==> src/rtl/ex_mem_flag_stage_if.sv <==
// EX -> MEM flag stage bus: ALU results in, pipeline register and branch outcome out.
// master drives EX/ID side, slave is the stage itself.
interface ex_mem_flag_if #(
    parameter int DATA_W    = 16,
    parameter int REG_AW    = 4,
    parameter int OVF_CNT_W = 8
);
    logic                 ex_valid;
    logic [3:0]           ex_opcode;
    logic [DATA_W-1:0]    alu_out;
    logic [2:0]           alu_flags;
    logic                 alu_error;
    logic [REG_AW-1:0]    ex_rd;
    logic                 ex_regwrite;
    logic                 stall;
    logic                 flush;
    logic                 br_valid;
    logic [2:0]           br_cond;
    logic                 mem_valid;
    logic [DATA_W-1:0]    mem_alu_out;
    logic [REG_AW-1:0]    mem_rd;
    logic                 mem_regwrite;
    logic                 mem_error;
    logic [2:0]           flags;
    logic                 br_taken;
    logic [OVF_CNT_W-1:0] ovf_count;

    modport master (
        output ex_valid, ex_opcode, alu_out, alu_flags, alu_error,
        output ex_rd, ex_regwrite, stall, flush, br_valid, br_cond,
        input  mem_valid, mem_alu_out, mem_rd, mem_regwrite, mem_error,
        input  flags, br_taken, ovf_count
    );

    modport slave (
        input  ex_valid, ex_opcode, alu_out, alu_flags, alu_error,
        input  ex_rd, ex_regwrite, stall, flush, br_valid, br_cond,
        output mem_valid, mem_alu_out, mem_rd, mem_regwrite, mem_error,
        output flags, br_taken, ovf_count
    );
endinterface

==> src/rtl/ex_mem_flag_stage.sv <==
// EX/MEM pipeline register with masked {Z,V,N} flag register,
// bypassed branch resolution and saturating overflow counter.
module ex_mem_flag_stage #(
    parameter int DATA_W    = 16,
    parameter int REG_AW    = 4,
    parameter int OVF_CNT_W = 8
) (
    input  logic            clk,
    input  logic            rst_n,
    ex_mem_flag_if.slave    bus
);
    logic                 r_valid;
    logic [DATA_W-1:0]    r_alu_out;
    logic [REG_AW-1:0]    r_rd;
    logic                 r_regwrite;
    logic                 r_error;
    logic [2:0]           r_flags;
    logic [OVF_CNT_W-1:0] r_ovf;

    logic       w_advance;
    logic       w_flag_wr;
    logic       w_ovf_inc;
    logic [2:0] w_mask;
    logic [2:0] w_eff;
    logic       w_cond;

    assign w_advance = bus.ex_valid & ~bus.stall & ~bus.flush;
    assign w_flag_wr = w_advance & ~bus.ex_opcode[3];
    assign w_ovf_inc = w_flag_wr & (bus.ex_opcode[2:1] == 2'b00)
                     & bus.alu_error;

    always_comb begin
        w_mask = 3'b000;
        case (bus.ex_opcode[2:0])
            3'b000, 3'b001:                 w_mask = 3'b111;
            3'b010, 3'b100, 3'b101, 3'b110: w_mask = 3'b100;
            default:                        w_mask = 3'b000;
        endcase
    end

    // New flags are visible to the branch in ID in the same cycle
    assign w_eff = w_flag_wr
                 ? ((bus.alu_flags & w_mask) | (r_flags & ~w_mask))
                 : r_flags;

    always_comb begin
        w_cond = 1'b0;
        case (bus.br_cond)
            3'b000:  w_cond = ~w_eff[2];
            3'b001:  w_cond = w_eff[2];
            3'b010:  w_cond = ~w_eff[2] & ~w_eff[0];
            3'b011:  w_cond = w_eff[0];
            3'b100:  w_cond = w_eff[2] | (~w_eff[2] & ~w_eff[0]);
            3'b101:  w_cond = w_eff[0] | w_eff[2];
            3'b110:  w_cond = w_eff[1];
            default: w_cond = 1'b1;
        endcase
    end

    always_ff @(posedge clk or negedge rst_n) begin
        if (!rst_n) begin
            r_valid    <= 1'b0;
            r_alu_out  <= '0;
            r_rd       <= '0;
            r_regwrite <= 1'b0;
            r_error    <= 1'b0;
        end else if (bus.flush) begin
            r_valid    <= 1'b0;
            r_regwrite <= 1'b0;
            r_error    <= 1'b0;
        end else if (!bus.stall) begin
            r_valid    <= bus.ex_valid;
            r_alu_out  <= bus.alu_out;
            r_rd       <= bus.ex_rd;
            r_regwrite <= bus.ex_regwrite & bus.ex_valid;
            r_error    <= bus.alu_error & bus.ex_valid;
        end
    end

    always_ff @(posedge clk or negedge rst_n) begin
        if (!rst_n) begin
            r_flags <= 3'b000;
            r_ovf   <= '0;
        end else begin
            if (w_flag_wr)
                r_flags <= w_eff;
            if (w_ovf_inc && (r_ovf != '1))
                r_ovf <= r_ovf + 1'b1;
        end
    end

    assign bus.mem_valid    = r_valid;
    assign bus.mem_alu_out  = r_alu_out;
    assign bus.mem_rd       = r_rd;
    assign bus.mem_regwrite = r_regwrite;
    assign bus.mem_error    = r_error;
    assign bus.flags        = r_flags;
    assign bus.ovf_count    = r_ovf;
    assign bus.br_taken     = bus.br_valid & w_cond;
endmodule

==> src/flat_wrapper.sv <==
// flat-port wrapper written by rule: the top's interface ports become plain ports
module ex_mem_flag_stage_flat 
#(
    parameter int DATA_W    = 16,
    parameter int REG_AW    = 4,
    parameter int OVF_CNT_W = 8
)
  (clk, rst_n, bus_ex_valid, bus_ex_opcode, bus_alu_out, bus_alu_flags, bus_alu_error, bus_ex_rd, bus_ex_regwrite, bus_stall, bus_flush, bus_br_valid, bus_br_cond, bus_mem_valid, bus_mem_alu_out, bus_mem_rd, bus_mem_regwrite, bus_mem_error, bus_flags, bus_br_taken, bus_ovf_count);
  ex_mem_flag_if #(.DATA_W(DATA_W), .REG_AW(REG_AW), .OVF_CNT_W(OVF_CNT_W)) bus_i ();
  input  logic clk;
  input  logic rst_n;
  input wire logic [$bits(bus_i.ex_valid)-1:0] bus_ex_valid;
  input wire logic [$bits(bus_i.ex_opcode)-1:0] bus_ex_opcode;
  input wire logic [$bits(bus_i.alu_out)-1:0] bus_alu_out;
  input wire logic [$bits(bus_i.alu_flags)-1:0] bus_alu_flags;
  input wire logic [$bits(bus_i.alu_error)-1:0] bus_alu_error;
  input wire logic [$bits(bus_i.ex_rd)-1:0] bus_ex_rd;
  input wire logic [$bits(bus_i.ex_regwrite)-1:0] bus_ex_regwrite;
  input wire logic [$bits(bus_i.stall)-1:0] bus_stall;
  input wire logic [$bits(bus_i.flush)-1:0] bus_flush;
  input wire logic [$bits(bus_i.br_valid)-1:0] bus_br_valid;
  input wire logic [$bits(bus_i.br_cond)-1:0] bus_br_cond;
  output wire logic [$bits(bus_i.mem_valid)-1:0] bus_mem_valid;
  output wire logic [$bits(bus_i.mem_alu_out)-1:0] bus_mem_alu_out;
  output wire logic [$bits(bus_i.mem_rd)-1:0] bus_mem_rd;
  output wire logic [$bits(bus_i.mem_regwrite)-1:0] bus_mem_regwrite;
  output wire logic [$bits(bus_i.mem_error)-1:0] bus_mem_error;
  output wire logic [$bits(bus_i.flags)-1:0] bus_flags;
  output wire logic [$bits(bus_i.br_taken)-1:0] bus_br_taken;
  output wire logic [$bits(bus_i.ovf_count)-1:0] bus_ovf_count;
  assign bus_i.ex_valid = bus_ex_valid;
  assign bus_i.ex_opcode = bus_ex_opcode;
  assign bus_i.alu_out = bus_alu_out;
  assign bus_i.alu_flags = bus_alu_flags;
  assign bus_i.alu_error = bus_alu_error;
  assign bus_i.ex_rd = bus_ex_rd;
  assign bus_i.ex_regwrite = bus_ex_regwrite;
  assign bus_i.stall = bus_stall;
  assign bus_i.flush = bus_flush;
  assign bus_i.br_valid = bus_br_valid;
  assign bus_i.br_cond = bus_br_cond;
  assign bus_mem_valid = bus_i.mem_valid;
  assign bus_mem_alu_out = bus_i.mem_alu_out;
  assign bus_mem_rd = bus_i.mem_rd;
  assign bus_mem_regwrite = bus_i.mem_regwrite;
  assign bus_mem_error = bus_i.mem_error;
  assign bus_flags = bus_i.flags;
  assign bus_br_taken = bus_i.br_taken;
  assign bus_ovf_count = bus_i.ovf_count;
  ex_mem_flag_stage #(.DATA_W(DATA_W), .REG_AW(REG_AW), .OVF_CNT_W(OVF_CNT_W)) u_core (.clk(clk), .rst_n(rst_n), .bus(bus_i));
endmodule
==> config.mk <==
export PLATFORM = sky130hd
export DESIGN_NAME = ex_mem_flag_stage_flat
export DESIGN_NICKNAME = d
export VERILOG_FILES = /design/src/rtl/ex_mem_flag_stage_if.sv /design/src/rtl/ex_mem_flag_stage.sv /design/src/flat_wrapper.sv
export SDC_FILE = /design/constraint.sdc
export NUM_CORES = 1
export LEC_CHECK = 0
export CORE_AREA = 2 2 63 65
export CTS_BUF_LIST = sky130_fd_sc_hd__clkbuf_2
export CTS_CLUSTER_DIAMETER = 100
export CTS_CLUSTER_SIZE = 20
export DETAILED_ROUTE_END_ITERATION = 10
export DIE_AREA = 0 0 65 67
export MAX_ROUTING_LAYER = met4
export PLACE_DENSITY = 0.8
export SYNTH_ARGS = -nofsm -noshare
export SYNTH_HDL_FRONTEND = slang
export SYNTH_SLANG_ARGS = --single-unit
==> constraint.sdc <==
create_clock -name clk -period 2.1 [get_ports clk]
set_input_delay 0.315 -clock clk [delete_from_list [all_inputs] [get_ports clk]]
set_output_delay 0.315 -clock clk [all_outputs]
set_load 0.01 [all_outputs]
# == Yosys cells after proc, flatten, opt, wreduce, memory -nomap -nowiden ==
# Cells that the tools add are included.
# op_classes
n_eq_ne,13
muxes,9
n_bitwise,20
n_addsub,1
reduce_logical,7
# ops
cell,n
"3-bit equality test, second input constant",6
1-bit bitwise AND,9
"3-bit by 2-bit equality test with 1-bit output, second input constant",3
"8-bit by 1-bit adder with 8-bit output, second input constant",1
"8-bit inequality test, second input constant",1
1-bit one-hot mux with 7 select lines,1
3-bit bitwise AND,2
"3-bit by 1-bit equality test with 1-bit output, second input constant",2
3-bit logical NOT,2
1-bit 2-to-1 mux,6
3-bit one-hot mux with 2 select lines,1
1-bit inverter,5
4-bit OR reduction,1
3-bit 2-to-1 mux,1
3-bit inverter,1
3-bit bitwise OR,1
2-bit logical NOT,1
"2-bit by 1-bit inequality test with 1-bit output, second input constant",1
1-bit bitwise OR,2
2-bit AND reduction,1
2-bit OR reduction,1
1-bit logical AND,1
# totals
elab_cells,57
register_bits,34
output_inout_bits,35
input_bits,38

# == Logic depth before layout (Yosys ltp) ==
# Gate-level depths: netlist (run 1).
# depth
word_depth,12
depth_mapped,6
mapped_depth_nobuf,6

# == Worst setup path after synthesis (run 1) ==
# Ideal clock, no wire load.
# synth_path
path_kind,input to output
start,input port bus_flush
end,output port bus_br_taken
n_path_buf,0
cell_stages,5
path_slack_ns,0.207
arrival_ns,1.578
cell_sequence,nor4b_4 > nand2_2 > mux2_4 > or2_0 > o32a_1
# synth_between
elab_chain_cells,9
word_cells_on_any_way,11
classes_between,mux (2); bitwise (9)
# synth_rtl
element,line_no,source
start: declaration,flat_wrapper.sv:20,input wire logic [$bits(bus_i.flush)-1:0] bus_flush;
1-bit inverter (*),ex_mem_flag_stage.sv:27,assign w_advance = bus.ex_valid & ~bus.stall & ~bus.flush;
1-bit bitwise AND (*),ex_mem_flag_stage.sv:27,
1-bit bitwise AND (*),ex_mem_flag_stage.sv:28,assign w_flag_wr = w_advance & ~bus.ex_opcode[3];
3-bit 2-to-1 mux (*),ex_mem_flag_stage.sv:43,? ((bus.alu_flags & w_mask) | (r_flags & ~w_mask))
1-bit inverter (on tied branches),"ex_mem_flag_stage.sv:49, ex_mem_flag_stage.sv:51, ex_mem_flag_stage.sv:53",
1-bit bitwise AND,"ex_mem_flag_stage.sv:51, ex_mem_flag_stage.sv:53",
1-bit bitwise OR,ex_mem_flag_stage.sv:53,3'b100: w_cond = w_eff[2] | (~w_eff[2] & ~w_eff[0]);
1-bit one-hot mux with 7 select lines (*),ex_mem_flag_stage.sv:48,case (bus.br_cond)
1-bit bitwise AND (*),ex_mem_flag_stage.sv:99,assign bus.br_taken = bus.br_valid & w_cond;
end: declaration,flat_wrapper.sv:29,output wire logic [$bits(bus_i.br_taken)-1:0] bus_br_taken;
# Every way passes the cells marked *; elsewhere a longest branch is shown, timed or not.

# == Worst setup path in the final report (run 1) ==
# layout_path
start,input port bus_ex_opcode[3]
end,output port bus_br_taken
# layout_between
elab_chain_cells,8
word_cells_on_any_way,10
classes_between,mux (2); bitwise (8)
# layout_rtl
element,line_no,source
start: declaration,flat_wrapper.sv:13,input wire logic [$bits(bus_i.ex_opcode)-1:0] bus_ex_opcode;
1-bit inverter (*),ex_mem_flag_stage.sv:28,
1-bit bitwise AND (*),ex_mem_flag_stage.sv:28,
3-bit 2-to-1 mux (*),ex_mem_flag_stage.sv:43,
1-bit inverter (on tied branches),"ex_mem_flag_stage.sv:49, ex_mem_flag_stage.sv:51, ex_mem_flag_stage.sv:53",
1-bit bitwise AND,"ex_mem_flag_stage.sv:51, ex_mem_flag_stage.sv:53",
1-bit bitwise OR,ex_mem_flag_stage.sv:53,
1-bit one-hot mux with 7 select lines (*),ex_mem_flag_stage.sv:48,
1-bit bitwise AND (*),ex_mem_flag_stage.sv:99,
# Marks and branches as above.

==> results of run 1 <==
-- logic make-up (layout without fill, tap and decap cells) --
kind of cell / Yosys count / count (layout) / synth area share, %
AO/OA/AOI/OAI: 11 / 11 / 5.15
XOR/XNOR: 6 / 6 / 3.61
adder cells (fa/ha/maj): 1 / 1 / 0.858
buffers and inverters: 6 / 105 / 1.54
flip-flops: 34 / 34 / 58.4
multiplexers: 24 / 24 / 19.7
AND/OR/NAND/NOR: 28 / 28 / 10.7
-- per-stage QoR --
step                      utilization (%)  cells
final                                69.2    257
after global routing                 69.2    257
after CTS                            69.2    257
after detailed placement             65.0    243
after global placement               65.0    243
after floorplan                         -    110
-- placed cells by master (no fill, tap or decap) --
| cell type | count |
|---|---|
| clkdlybuf4s50_1 | 64 |
| dfrtp_1 | 34 |
| mux2_2 | 21 |
| buf_4 | 19 |
| nor2_1 | 7 |
| nand2_1 | 5 |
| clkbuf_2 | 5 |
| xor2_1 | 4 |
| buf_6 | 4 |
| a21oi_1 | 3 |
| nand4_1 | 3 |
| dlygate4sd2_1 | 3 |
| buf_2 | 3 |
| inv_2 | 2 |
| nand2_2 | 2 |
| inv_1 | 2 |
| and3_1 | 2 |
| nand3_1 | 2 |
| xnor2_1 | 2 |
| o31ai_1 | 2 |
| a22oi_1 | 2 |
| bufinv_16 | 2 |
| nor4b_4 | 1 |
| nor2_2 | 1 |
| mux2i_4 | 1 |
| nor3_1 | 1 |
| mux2_4 | 1 |
| or2_0 | 1 |
| nand2b_1 | 1 |
| a31oi_1 | 1 |
| mux4_2 | 1 |
| a221oi_2 | 1 |
| o32a_1 | 1 |
| o21ai_0 | 1 |
| and4_1 | 1 |
| nor2b_1 | 1 |
| ha_1 | 1 |
| clkinv_4 | 1 |
-- critical path, cell delays in order --
cell	delay [ps]
buf_6	100
nor4b_4	380
nand2_2	130
buf_6	140
mux2i_4	190
inv_2	70
a21oi_1	70
o32a_1	330
buf_2	140
-- per-layer routing --
layer / up-vias / global-route usage (%) / share of wire (%)
met5: - / - / 0
met3: 7 / 6.25 / 8.7
met1: 590 / 23.2 / 41
met4: 0 / 7.18 / 1.8
li1: 590 / - / -
met2: 55 / 35.2 / 49
-- power breakdown --
part | leakage [nW] | switching [mW] | internal, mW
Sequential | 0.424 | 0.0510 | 0.733
Combinational | 0.638 | 0.171 | 0.308
Clock | 0.0532 | 0.238 | 0.323
Total | 1.11 | 0.460 | 1.36
-- layout make-up --
cell class              instances  area share (%)
clock inverters                 3            2.76
well taps                      48            2.41
flip-flops and latches         34            34.1
inverters                       4           0.602
clock buffers                   5            1.00
repair buffers                 93            34.9
multi-input cells              70            24.2
-- sequential cells by signal, indices dropped and copies added, names as in the netlist --
register	cells
u_core.bus.mem_valid	1
u_core.bus.mem_regwrite	1
u_core.bus.mem_alu_out	16
u_core.bus.flags	3
u_core.bus.ovf_count	8
u_core.bus.mem_rd	4
u_core.bus.mem_error	1
-- worst paths after layout --
kind                                                        from                               endpoint  slack [ps]  cells past startpoint
min in group asynchronous                                  rst_n    u_core.bus.mem_regwrite$_DFFE_PN0P_         310                      2
hold reg to reg            u_core.bus.mem_alu_out[3]$_DFFE_PN0P_  u_core.bus.mem_alu_out[3]$_DFFE_PN0P_         530                      1
setup reg to reg             u_core.bus.ovf_count[2]$_DFFE_PN0P_    u_core.bus.ovf_count[5]$_DFFE_PN0P_         520                      6
hold / removal                                         bus_flush    u_core.bus.mem_regwrite$_DFFE_PN0P_         220                      3
setup / recovery                                bus_ex_opcode[3]                           bus_br_taken         -80                      9
max in group asynchronous                                  rst_n        u_core.bus.flags[1]$_DFFE_PN0N_        1490                      2
-- timing repair --
item,CTS,global route
hold buffers,0,0
setup endpoints to repair,1,1
gates resized for setup,37,0
buffers inserted,6,0
pin swaps,7,0
==> out/qor.yml, run 1 <==
route:
  wl_mm: 3.95
  drtIter0Drc: 66
  ant_nets: 0
  drtPass1Iterations: 4
  post_drt_wl_per_cell_um: 15.4
  drc_errors: 0
  vias: 1242
  via_per_inst: 4.83
critical_path:
  crit_arrival_ps: 1860
  path_max_fanout: 3
  critPathRequiredTime_ps: 1780
  worst-setup-path-type: "in2out"
  crit_path_start_kind: "input port"
  endpoint_kind: "primary output"
clock_network:
  cts_root_buf: "clkbuf_2"
  clkSlewWorstSetupHoldPaths_ps: 190
  clock_latency_ps: 390
  cts_tree: "built"
  cts_buffers: 5
  max-clock-path-buffers: 2
  clock_sinks: 34
  htreeDepth: 2
run:
  maxCapViolCount: 0
pwr:
  ir_worst_vdd_uv: 314
  p_leak_nw: 1.11
  p_per_area_mw_per_mm2: 731
  total_power_mw: 1.82
grt:
  track_usage_pct: 20.7
  grt_start_max_net_pins: 35
  grt_pass1_vias: 1340
  grt_pass1_wl_mm: 6.48
  grt-ovfl-total: 0
  antenna_found_initial: 0
placement:
  io_buffers: 72
  hpwl_mm: 2.93
  place.gp.congestion: 0.730
  dp_slack_ps: -901
  post_dp_cell_area_mm2: 0.00234
floorplan:
  initial_core_util_pct: 40.4
  die_h_um: 67
  die_x_um: 65
  die_area_mm2: 0.00436
  coreArea_mm2: 0.00361
  io_pins: 73
  num_rows: 22
final_layout:
  drive_above_1_share_pct: 31.1
  final_net_count: 247
  syn2layout_area_growth_pct: 71.1
  regArea_um2: 851
  design_area_mm2: 0.00249
  antenna_cells: 0
  fillers: 242
  multiInputGateArea_um2: 604
synthesis:
  synthTopCellsByCount: "dfrtp_1 (34), mux2_2 (21), nor2_1 (8), nand2_1 (6)"
  netlist.top_cell.by_area: "dfrtp_1"
  synth_flop_cell: "dfrtp_1"
  synth_seq_area_share_pct: 58.4
  synthTopCellsByArea: "dfrtp_1 (58%), mux2_2 (16%), xor2_1 (2.4%)"
  syn-cell-area_mm2: 0.00146
  synth.avg_cell_area_um2: 13.3
  syn_inst: 110
  yosys.cell_count.top_type: "dfrtp_1"
  async_flop_share_pct: 100
  synth_top_area_share_pct: 58.4
  yosysUniqueCellTypes: 30
  yosys_warnings: 0
  syn-num-nets: 149
  synth_edf_count: 0
  yosys_register_bits: 34
timing:
  hold_ws_ps: 224
  hold_viol: 0
  max_freq_mhz: 459
  slew_headroom_pct: 72.1
  setup_viol: 1
  min_period_ps: 2180
  fin_skew_ps: 8.42
  setup_ws_ps: -77.3
  setup_tns_ps: -77.3
  period_share_pct: 104
  tightest_slew_ps: 418
  rsz0062_at_grt: "true"
  drv_slew: 0
min_path:
  hp-class: "in2reg"
status:
  status: "finished with violations"
  violations: "setup timing"
Note: power is estimated with default switching activity, not from simulation.
==> inputs of run 2 (changes only) <==
--- a/config.mk
+++ b/config.mk
@@ -7,7 +7,7 @@
 export LEC_CHECK = 0
 export CORE_AREA = 2 2 63 65
 export CTS_BUF_LIST = sky130_fd_sc_hd__clkbuf_2
-export CTS_CLUSTER_DIAMETER = 100
+export CTS_CLUSTER_DIAMETER = 200
 export CTS_CLUSTER_SIZE = 20
 export DETAILED_ROUTE_END_ITERATION = 10
 export DIE_AREA = 0 0 65 67
==> results of run 2 <==
Same layout as run 1: the final DEF is identical, and so are final timing and power.
